## config.mk

```make
export PLATFORM = sky130hd
export DESIGN_NAME = ps2_letter_rx_flat
export DESIGN_NICKNAME = d
export VERILOG_FILES = /design/src/rtl/ps2_letter_rx_if.sv /design/src/rtl/ps2_letter_rx.sv /design/src/flat_wrapper.sv
export SDC_FILE = /design/constraint.sdc
export NUM_CORES = 1
export LEC_CHECK = 0
export CAP_MARGIN = 10
export CORE_MARGIN = 8
export CORE_UTILIZATION = 40
export CTS_CLUSTER_DIAMETER = 80
export DETAILED_ROUTE_END_ITERATION = 7
export PLACE_DENSITY = 0.65
export SYNTH_ARGS = -nofsm -noshare
export SYNTH_HDL_FRONTEND = slang
export SYNTH_SLANG_ARGS = --single-unit
```

## constraint.sdc

```tcl
create_clock -name clk -period 2.9 [get_ports clk]
set_clock_uncertainty 0.05 [all_clocks]
set_input_delay 0.58 -clock clk [delete_from_list [all_inputs] [get_ports clk]]
set_output_delay 0.58 -clock clk [all_outputs]
set_load 0.005 [all_outputs]
```

## src/rtl/ps2_letter_rx_if.sv

```systemverilog
// ps2_letter_rx_if: key event outputs of the PS/2 letter receiver.
// pressed     - single-cycle pulse on a new letter key press
// inputLetter - letter index 0 (A) .. 25 (Z), held until the next press
// frame_err   - single-cycle pulse when a received frame is discarded
interface ps2_letter_rx_if;
    logic       pressed;
    logic [4:0] inputLetter;
    logic       frame_err;
    modport master (output pressed, inputLetter, frame_err);
    modport slave  (input  pressed, inputLetter, frame_err);
endinterface

```

## src/rtl/ps2_letter_rx.sv

```systemverilog
// ps2_letter_rx: PS/2 set-2 keyboard receiver that reports letter key presses.
// Ports: clk (system clock), reset (async, active high), PS2_CLK/PS2_DAT (raw
// device lines, asynchronous to clk), out_if (master: pressed, inputLetter, frame_err).
// Optional macro PS2_PARITY_CHECK_EN: reject frames whose odd parity is wrong.
module ps2_letter_rx #(
    parameter int TIMEOUT_CYCLES = 50000,
    parameter int SYNC_STAGES    = 2
) (
    input  logic                   clk,
    input  logic                   reset,
    input  logic                   PS2_CLK,
    input  logic                   PS2_DAT,
    ps2_letter_rx_if.master        out_if
);
    localparam int TW = $clog2(TIMEOUT_CYCLES);

    typedef enum logic [1:0] {IDLE, DATA, PARITY, STOP} state_t;

    state_t                 r_state;
    logic [SYNC_STAGES-1:0] r_clk_sync, r_dat_sync;
    logic                   r_clk_prev;
    logic [2:0]             r_cnt;
    logic [7:0]             r_shift;
    logic [TW-1:0]          r_timer;
    logic                   r_byte_valid;
    logic                   r_ext, r_brk, r_held;
    logic [7:0]             r_held_code;
    logic                   r_pressed, r_frame_err;
    logic [4:0]             r_letter;
    logic                   w_clk, w_dat, w_edge, w_par_bad;
    logic [5:0]             w_letter;

    // {is_letter, index} for a set-2 make code
    function automatic logic [5:0] f_letter(input logic [7:0] c);
        case (c)
            8'h1C: return {1'b1, 5'd0};
            8'h32: return {1'b1, 5'd1};
            8'h21: return {1'b1, 5'd2};
            8'h23: return {1'b1, 5'd3};
            8'h24: return {1'b1, 5'd4};
            8'h2B: return {1'b1, 5'd5};
            8'h34: return {1'b1, 5'd6};
            8'h33: return {1'b1, 5'd7};
            8'h43: return {1'b1, 5'd8};
            8'h3B: return {1'b1, 5'd9};
            8'h42: return {1'b1, 5'd10};
            8'h4B: return {1'b1, 5'd11};
            8'h3A: return {1'b1, 5'd12};
            8'h31: return {1'b1, 5'd13};
            8'h44: return {1'b1, 5'd14};
            8'h4D: return {1'b1, 5'd15};
            8'h15: return {1'b1, 5'd16};
            8'h2D: return {1'b1, 5'd17};
            8'h1B: return {1'b1, 5'd18};
            8'h2C: return {1'b1, 5'd19};
            8'h3C: return {1'b1, 5'd20};
            8'h2A: return {1'b1, 5'd21};
            8'h1D: return {1'b1, 5'd22};
            8'h22: return {1'b1, 5'd23};
            8'h35: return {1'b1, 5'd24};
            8'h1A: return {1'b1, 5'd25};
            default: return 6'd0;
        endcase
    endfunction

    assign w_clk    = r_clk_sync[SYNC_STAGES-1];
    assign w_dat    = r_dat_sync[SYNC_STAGES-1];
    assign w_edge   = r_clk_prev & ~w_clk;
    assign w_letter = f_letter(r_shift);

`ifdef PS2_PARITY_CHECK_EN
    logic r_parity;
    // valid frames carry an odd number of ones across data and parity
    assign w_par_bad = ~^{r_shift, r_parity};
`else
    assign w_par_bad = 1'b0;
`endif

    always_ff @(posedge clk or posedge reset) begin
        if (reset) begin
            r_state      <= IDLE;
            r_clk_sync   <= '1;
            r_dat_sync   <= '1;
            r_clk_prev   <= 1'b1;
            r_cnt        <= '0;
            r_shift      <= '0;
            r_timer      <= '0;
            r_byte_valid <= 1'b0;
            r_ext        <= 1'b0;
            r_brk        <= 1'b0;
            r_held       <= 1'b0;
            r_held_code  <= '0;
            r_pressed    <= 1'b0;
            r_frame_err  <= 1'b0;
            r_letter     <= '0;
`ifdef PS2_PARITY_CHECK_EN
            r_parity     <= 1'b0;
`endif
        end else begin
            r_clk_sync   <= {r_clk_sync[SYNC_STAGES-2:0], PS2_CLK};
            r_dat_sync   <= {r_dat_sync[SYNC_STAGES-2:0], PS2_DAT};
            r_clk_prev   <= w_clk;
            r_byte_valid <= 1'b0;
            r_frame_err  <= 1'b0;
            r_pressed    <= 1'b0;
            if (r_state != IDLE && !w_edge && r_timer == TW'(TIMEOUT_CYCLES - 1)) begin
                r_state     <= IDLE;
                r_cnt       <= '0;
                r_timer     <= '0;
                r_frame_err <= 1'b1;
            end else if (w_edge) begin
                r_timer <= '0;
                case (r_state)
                    IDLE: if (!w_dat) begin
                        r_state <= DATA;
                        r_cnt   <= '0;
                    end
                    DATA: begin
                        r_shift <= {w_dat, r_shift[7:1]};
                        r_cnt   <= r_cnt + 3'd1;
                        if (r_cnt == 3'd7) r_state <= PARITY;
                    end
                    PARITY: begin
`ifdef PS2_PARITY_CHECK_EN
                        r_parity <= w_dat;
`endif
                        r_state <= STOP;
                    end
                    default: begin
                        if (!w_dat || w_par_bad) r_frame_err <= 1'b1;
                        else r_byte_valid <= 1'b1;
                        r_state <= IDLE;
                    end
                endcase
            end else if (r_state != IDLE) begin
                r_timer <= r_timer + 1'b1;
            end
            // byte processing runs the cycle after the stop-bit edge
            if (r_byte_valid) begin
                if (r_shift == 8'hE0) r_ext <= 1'b1;
                else if (r_shift == 8'hF0) r_brk <= 1'b1;
                else begin
                    r_ext <= 1'b0;
                    r_brk <= 1'b0;
                    if (r_brk) begin
                        if (r_held && r_shift == r_held_code) r_held <= 1'b0;
                    end else if (!r_ext && w_letter[5] && !(r_held && r_shift == r_held_code)) begin
                        r_pressed   <= 1'b1;
                        r_letter    <= w_letter[4:0];
                        r_held      <= 1'b1;
                        r_held_code <= r_shift;
                    end
                end
            end
        end
    end

    assign out_if.pressed     = r_pressed;
    assign out_if.inputLetter = r_letter;
    assign out_if.frame_err   = r_frame_err;
endmodule

```

## src/flat_wrapper.sv

```systemverilog
// flat-port wrapper written by rule: the top's interface ports become plain ports
module ps2_letter_rx_flat 
#(
    parameter int TIMEOUT_CYCLES = 50000,
    parameter int SYNC_STAGES    = 2
)
  (clk, reset, PS2_CLK, PS2_DAT, out_if_pressed, out_if_inputLetter, out_if_frame_err);
  ps2_letter_rx_if out_if_i ();
  input  logic clk;
  input  logic reset;
  input  logic PS2_CLK;
  input  logic PS2_DAT;
  output wire logic [$bits(out_if_i.pressed)-1:0] out_if_pressed;
  output wire logic [$bits(out_if_i.inputLetter)-1:0] out_if_inputLetter;
  output wire logic [$bits(out_if_i.frame_err)-1:0] out_if_frame_err;
  assign out_if_pressed = out_if_i.pressed;
  assign out_if_inputLetter = out_if_i.inputLetter;
  assign out_if_frame_err = out_if_i.frame_err;
  ps2_letter_rx #(.TIMEOUT_CYCLES(TIMEOUT_CYCLES), .SYNC_STAGES(SYNC_STAGES)) u_core (.clk(clk), .reset(reset), .PS2_CLK(PS2_CLK), .PS2_DAT(PS2_DAT), .out_if(out_if_i));
endmodule
```

After elaboration in Yosys (flattened, before gate mapping). Memory sizes are Yosys's and may differ from the RTL's. Cells that the tools add are included.

Flip-flop bits (word level): 53. Latch bits: 0. Bits in writable memories: 0. Memory bits (read-only): 768. Input port bits: 4. Output and inout port bits: 7. Memories: 1.

Add/sub/neg operators: 2. Multiply operators: 0. Div/mod/pow operators: 0. $lt $le $gt $ge: 0. Eq/ne operators: 11. Shifts and indexed selects: 0. Multiplexer cells: 32. Bitwise gates (word level): 6. Reduce and logical (&&, ||, !) cells: 22.

Memories: (name not given) (words 128, bits a word 6, rd ports 1, clocked after Yosys merged registers in 0, wr ports 0, RTL line ps2_letter_rx.sv:35) `case (c)`.

Operator list (count): two-way mux 16 bit (3); two-way mux 1 bit (19); adder 16 x 1 -> 16 bit, second input constant (1); == test 16 bit, second input constant (1); == test 8 bit, second input constant (2); AND reduction 5 bit (2); two-way mux 3 bit (3); AND reduction 3 bit (3); == test 8 bit (1); two-way mux 2 bit (4); two-way mux 6 bit (1); one-hot mux 2 bit (3 select lines) (1); one-hot mux 3 bit (2 select lines) (1); nonzero test 2 bit (3); nonzero test 3 bit (2); logical AND 1 bit (5); inverter 1 bit (5); AND reduction 2 bit (2); adder 3 x 1 -> 3 bit, second input constant (1); == test 3 bit, second input constant (1); zero test 1 bit (3); inequality test 3 x 1 -> 1 bit, second input constant (1); inequality test 3 bit, second input constant (1); OR reduction 3 bit (1); other kinds (6) (6).

Depth between registers and ports, before layout. Gate-level depths: netlist (run 1).

Depth in word-level cells: 9. Depth in mapped cells: 9. Mapped depth without buffers: 8.

Worst setup path after synthesis (run 1). No wires, ideal clock.

Path type: register to register. From: reg u_core.r_shift[2]. To: reg u_core.r_letter[0] (netlist: u_core.out_if.inputLetter[0]). Arrival time: 2240 ps. Required time: 2725 ps. Setup slack: 485 ps. Cell stages (with the launch flop): 10. Buffers on the path: 2. Period minus slack after synthesis: 2415 ps. Cells stage by stage: dfrtp_1 > clkbuf_1 > inv_1 > ha_1 > nor2b_1 > o311ai_1 > a311oi_1 > o21a_2 > buf_6 > mux2_4.

Longest elaborated chain between the ends: 5. Elaborated cells between the ends (all ways): 12. Those cells by class: eq/ne (3); mux (1); bitwise (2); reduce/logical (5); memory (1).

RTL lines: start: declaration (RTL line ps2_letter_rx.sv:23) `logic [7:0] r_shift;`; start signal: assignment (RTL line ps2_letter_rx.sv:119) `r_shift <= {w_dat, r_shift[7:1]};`; memory read (128 x 6 bit) or == test 8 bit (tied branches); two-way mux 6 bit or logical AND 1 bit (tied branches) (RTL line ps2_letter_rx.sv:35, ps2_letter_rx.sv:147); logical AND 1 bit or zero test 1 bit (tied branches) (RTL line ps2_letter_rx.sv:147) `end else if (!r_ext && w_letter[5] && !(r_held && r_shift == r_held_code)) begin`; logical AND 1 bit (RTL line ps2_letter_rx.sv:147); AND reduction 5 bit (no source line); end signal: assignment (RTL line ps2_letter_rx.sv:149) `r_letter <= w_letter[4:0];`; end: declaration (RTL line ps2_letter_rx.sv:29) `logic [4:0] r_letter;`.

Several ways; a longest one is shown, not always the timed one. A chain may end at the register's enable or synchronous reset.

Worst setup path after layout (run 1).
From: reg u_core.r_state[0]. To: reg u_core.r_timer[13].

Longest elaborated chain between the ends: 4. Elaborated cells between the ends (all ways): 5. Those cells by class: mux (1); reduce/logical (4).

RTL lines: start: declaration (RTL line ps2_letter_rx.sv:19) `state_t r_state;`; start signal: assignment (RTL line ps2_letter_rx.sv:81) `r_state <= IDLE;`; start signal: assignment (RTL line ps2_letter_rx.sv:107) `r_state <= IDLE;`; start signal: assignment (RTL line ps2_letter_rx.sv:115) `r_state <= DATA;`; nonzero test 2 bit (*) (RTL line ps2_letter_rx.sv:106, ps2_letter_rx.sv:135); logical AND 1 bit (2 in a row) (RTL line ps2_letter_rx.sv:106) `if (r_state != IDLE && !w_edge && r_timer == TW'(TIMEOUT_CYCLES - 1)) begin`; nonzero test 3 bit (no source line) or two-way mux 16 bit (tied branches); end signal: assignment (RTL line ps2_letter_rx.sv:136) `r_timer <= r_timer + 1'b1;`; end: declaration (RTL line ps2_letter_rx.sv:24) `logic [TW-1:0] r_timer;`.

Mark *: on every way between the ends. The rest lies on a longest branch, timed or not.

==> flow_summary.toml, run 1 <==
[placed_design]
io_buffers = 10
dp_hpwl_um = 4120
routabilityCongestion = 0.828
pre_cts_slack_ns = 0.479

[setup_path]
required_ns = 3.05
r2r_start = "u_core.r_state[0]"
cp-end-kind = "flop"
worst_ep_arrival_time_ns = 2.59
ff2ff_path_depth = 8
r2r_slack_ns = 0.46
startpoint_type = "flop"
r2r-end = "u_core.r_timer[13]"
worstPathMaxFanout = 8
crit_type = "flop to flop"

[clock_network]
cts_setup_buffers = 0
clock_latency_ns = 0.31
cts_repair_resize_count = 0
holdBufCountCts = 0
clock-sinks = 53
cts_tree = "built"
clk_pin_slew_ns = 0.10
h-tree-depth = 2
clockRootBuffer = "clkbuf_8"
cts_buffers = 5
clockBufferDepth = 2

[die]
chipHeight_um = 102
dieWidth_um = 102
die_area_um2 = 10400
start_util_pct = 41.0
num_io_pins = 11
core_area_um2 = 7210
rows = 31

[detailed_routing]
drc_errors = 0
vias_per_cell = 5.35
wl_met2_um = 2560
dr.pass1.iters = 4
wl_met3_um = 233
vias = 2203
wl_per_cell_um = 14.0
wirelength_um = 5750
m1WireLength_um = 2850
detail-route-antenna-nets = 0
dr.first_iter.drc_count = 92
top_layer = "met4"

[pwr]
cellLeakagePower_nw = 1.45
power_density_nw_per_um2 = 691
irDropWorstVdd_uv = 229
total_power_mw = 2.26

[synth]
dominantRegCellSynth = "dfrtp_1"
syn_inst = 302
ys_async_sr_fraction_pct = 100
syn_nets = 314
synth_area_leaders = "dfrtp_1, xor2_1, dfstp_2, mux2_2, nor2_1"
synth.avg_cell_area_um2 = 9.79
synth_edf_count = 0
post_synth_num_cell_types = 49
synth_top_cell_area_share_pct = 40.6
synth_area_um2 = 2960
ys_warn_count = 0
synth_area_leader_cell = "dfrtp_1"
seq_area_frac_synth_pct = 45.1
ys_ff_latch = 53

[job]
maxCapViolCount = 0

[global_routing]
grt_start_max_net_pins = 36
grt_usage_pct = 12.1
first_global_vias = 2156
antenna_found_initial = 0
grt_overflow_total = 0
grt_first_pass_wirelength_um = 10200

[timing]
hold_viol_final = 0
holdWs_ns = 0.313
finalSetupViolations = 0
rsz0062_at_grt = "false"
clock.fmax_mhz = 410
maxSlewViolCount = 0
tns_ns = 0
relSlewSlack_pct = 52.1
period_minus_slack_ns = 2.44
fin_ws_ns = 0.463
tightest_slew_ns = 0.718
fin_crit_sh_pct = 84.0

[final_layout]
diodes = 0
fin_nets = 324
syn_to_final_growth_pct = 10.5
drive_gt1_share_pct = 14.4

[worst_hold_path]
min_path_cells = 0
holdPathEnd = "u_core.r_clk_sync[1]"
hold_start = "u_core.r_clk_sync[0]"
hp-class = "flop to flop"

[outcome]
outcome = "finished, final reports clean"
area by class of cell:
type | instances | area (µm²)
tap | 99 | 124
timing repair buffer | 20 | 175
inverter | 8 | 30.0
clock inverter | 2 | 13.8
fill | 723 | 3950
multi-input combinational | 224 | 1510
clock buffer | 6 | 82.6
sequential | 53 | 1330
report_power, final:
part	internal [mW]	switching, mW	total, mW	leakage [nW]
logic	0.355	0.463	0.818	0.692
registers	0.837	0.168	1.01	0.710
clock network	0.194	0.242	0.436	0.0512
cells in the final DEF (no fill, tap or decap), types with 4 or more instances in the layout:
cell / count
nand4_1: 6
mux2_4: 7
clkbuf_8: 6
nand2_1: 28
and3_1: 5
dfstp_2: 5
ha_1: 8
nor2_1: 29
a22oi_1: 4
buf_4: 10
nor2b_1: 8
nor3_1: 9
inv_1: 7
clkdlybuf4s50_1: 10
nand3_1: 10
o31ai_1: 4
xnor2_1: 6
mux2_2: 10
nand2b_1: 11
a21oi_1: 12
xor2_1: 16
dfrtp_1: 48
o21ai_0: 14
critical path, stage by stage, from the launching register on:
cell     delay [ns]
dfrtp_1        0.43
inv_1          0.09
ha_1           0.22
or4b_4         0.51
o41ai_4        0.53
or2_2          0.26
a31oi_1        0.05
o21ai_1        0.13
o31ai_1        0.08
registers in the layout (all words and copies together) (netlist names), 2 cells and up:
register / flops
u_core.r_timer: 16
u_core.r_shift: 8
u_core.r_state: 2
u_core.r_held_code: 8
u_core.r_cnt: 3
u_core.r_clk_sync: 2
u_core.out_if.inputLetter: 5
u_core.r_dat_sync: 2
layer usage:
layer	up-vias	track usage, %
met5	-	0
met4	0	5.76
met3	8	2.72
met2	48	17.6
met1	1066	16.6
li1	1081	-
stage by stage:
stage,area [µm²],cells,utilization [%]
2_1_floorplan,2960,302,-
3_3_place_gp,3170,404,44.0
3_5_place_dp,3170,404,44.0
4_1_cts,3270,412,45.3
5_1_grt,3270,412,45.3
6_report,3270,412,45.3
cells by family (layout without fill, tap and decap cells):
group | count (synthesis) | after routing | synth area share [%]
compound gates | 57 | 57 | 13.2
xor+xnor | 22 | 22 | 6.52
fa+ha+maj | 8 | 8 | 3.39
buf+inv | 25 | 36 | 3.85
flops | 53 | 53 | 45.1
mux | 18 | 18 | 7.70
simple gates | 119 | 119 | 20.3
synth_stat cells, types with 3 or more instances:
master and n:
dfrtp_1 48, nor2_1 29, nand2_1 28, xor2_1 16, o21ai_0 14, a21oi_1 12, nand2b_1 11, clkbuf_1 10
mux2_2 10, nand3_1 10, nor3_1 9, ha_1 8, inv_1 8, nor2b_1 8, mux2_4 7, nand4_1 6
xnor2_1 6, and3_1 5, dfstp_2 5, a22oi_1 4, buf_2 4, o31ai_1 4, a22o_1 3, o21ai_1 3
o22ai_1 3
worst max-delay path by stage:
stage                                    to  slack, ns  depth (start not counted)         startpoint
2_1_floorplan  u_core.out_if.inputLetter[0]       0.48                          9  u_core.r_shift[2]
6_report                 u_core.r_timer[13]       0.46                          8  u_core.r_state[0]
3_5_place_dp             u_core.r_timer[13]       0.48                          8  u_core.r_state[0]
4_1_cts                  u_core.r_timer[13]       0.46                          8  u_core.r_state[0]
3_3_place_gp             u_core.r_timer[13]       0.54                          8  u_core.r_state[0]
5_1_grt                  u_core.r_timer[13]       0.28                          8  u_core.r_state[0]
Note: power is estimated with default switching activity, not from simulation.
==> run 2: changes to the inputs <==
clock period = 2.45 ns   (was 2.9 ns; I/O delays follow)
==> run 2 against run 1 <==
  * Total power up 24%
  * Maximum frequency up 6.0%
  * Routed wire length down 0.56%
  * Setup slack worse by 0.31 ns
  * Largest cell class unchanged
  * Cell count up 0.24%
==> flow_summary.toml, run 2 (synthesis results as in run 1) <==
[outcome]
outcome = "finished, final reports clean"

[timing]
finalSetupViolations = 0
relSlewSlack_pct = 69.5
holdWs_ns = 0.311
tightest_slew_ns = 0.458
maxSlewViolCount = 0
hold_viol_final = 0
tns_ns = 0
clock.fmax_mhz = 435
rsz0062_at_grt = "false"
fin_crit_sh_pct = 93.8
period_minus_slack_ns = 2.30
fin_ws_ns = 0.152

[detailed_routing]
vias = 2225
drc_errors = 0
wirelength_um = 5720
dr.first_iter.drc_count = 116
dr.pass1.iters = 4
wl_per_cell_um = 13.8
detail-route-antenna-nets = 0
vias_per_cell = 5.39

[clock_network]
cts_tree = "built"
cts_buffers = 5
clock_latency_ns = 0.30
cts_setup_buffers = 0
clockRootBuffer = "clkbuf_8"
clock-sinks = 53
clk_pin_slew_ns = 0.09
clockBufferDepth = 2
h-tree-depth = 2

[die]
core_area_um2 = 7210
dieWidth_um = 102
rows = 31
chipHeight_um = 102
start_util_pct = 41.0
die_area_um2 = 10400
num_io_pins = 11

[setup_path]
ff2ff_path_depth = 8
worst_ep_arrival_time_ns = 2.43
required_ns = 2.58
crit_type = "flop to flop"
worstPathMaxFanout = 5
startpoint_type = "flop"
cp-end-kind = "flop"

[placed_design]
io_buffers = 10
placed_area_um2 = 3190
dp_hpwl_um = 4220
pre_cts_slack_ns = 0.112
routabilityCongestion = 0.874

[global_routing]
first_global_vias = 2159
grt_overflow_total = 0
grt_usage_pct = 12.0
antenna_found_initial = 0
grt_start_max_net_pins = 39
grt_first_pass_wirelength_um = 10100

[final_layout]
largest_register = "u_core.r_timer"
largest_register_ffs = 16
diodes = 0
final_design_area_no_fill_um2 = 3320
final_common_cell = "dfrtp_1"
layout_common_cells = "dfrtp_1, nor2_1, nand2_1"
drive_gt1_share_pct = 14.6
fin_nets = 325
top_regs = "u_core.r_timer (16), u_core.r_held_code (8), u_core.r_shift (8)"
syn_to_final_growth_pct = 12.3

[pwr]
irDropWorstVdd_uv = 476
cellLeakagePower_nw = 1.47
power_density_nw_per_um2 = 844
total_power_mw = 2.80

[job]
maxCapViolCount = 0

[worst_hold_path]
hp-class = "flop to flop"
min_path_cells = 0
run 2: final cells by class:
type / instances / area, µm²
Clock inverter: 2 / 37.5
Fill cell: 722 / 3890
Clock buffer: 6 / 82.6
Inverter: 8 / 30.0
Timing Repair Buffer: 21 / 195
Multi-Input combinational cell: 224 / 1520
Tap cell: 99 / 124
Sequential cell: 53 / 1330
run 2: path summary, 6_finish.rpt:
| check | slack (ns) | startpoint | to |
|---|---|---|---|
| min reg2reg | 0.31 | u_core.r_dat_sync[0] | u_core.r_dat_sync[1] |
| min | 0.31 | u_core.r_dat_sync[0] | u_core.r_dat_sync[1] |
| max | 0.15 | u_core.r_state[0] | u_core.r_timer[1] |
| max in group asynchronous | 1.36 | reset | u_core.r_dat_sync[0] |
| min in group asynchronous | 0.42 | reset | u_core.r_held_code[2] |
| max reg2reg | 0.15 | u_core.r_state[0] | u_core.r_timer[1] |
run 2: metal layers:
layer  vias up  track usage [%]  share of wire, %
met1      1095             16.2                49
li1       1085                -                 -
met4         0             3.16              0.59
met2        41             19.0                46
met3         4             2.59               3.8
met5         -                0                 0
run 2: power by group:
part / switching, mW / internal (mW) / total (mW) / leakage [nW]
Combinational: 0.597 / 0.445 / 1.04 / 0.704
Sequential: 0.160 / 0.992 / 1.15 / 0.710
Clock: 0.275 / 0.332 / 0.607 / 0.0574
Total: 1.03 / 1.77 / 2.80 / 1.47
run 2: what timing repair did:
item / in CTS / in global routing
endpoints found under the setup margin: 0 / 8
gates resized for setup: 0 / 2
hold buffers: 0 / 0
run 2: stage by stage:
step,util [%],cells
after global routing,46.0,413
after CTS,45.9,413
after global placement,44.2,405
final,46.0,413
after floorplan,-,302
after detailed placement,44.2,405
run 2: worst max-delay path, stage by stage, from the launching register on:
cell and delay (ns):
dfrtp_1 0.43, inv_1 0.09, ha_1 0.24, or4b_4 0.51, or4_1 0.56, nand2_1 0.09, nor2_1 0.04, a21oi_1 0.12
nor2_1 0.05
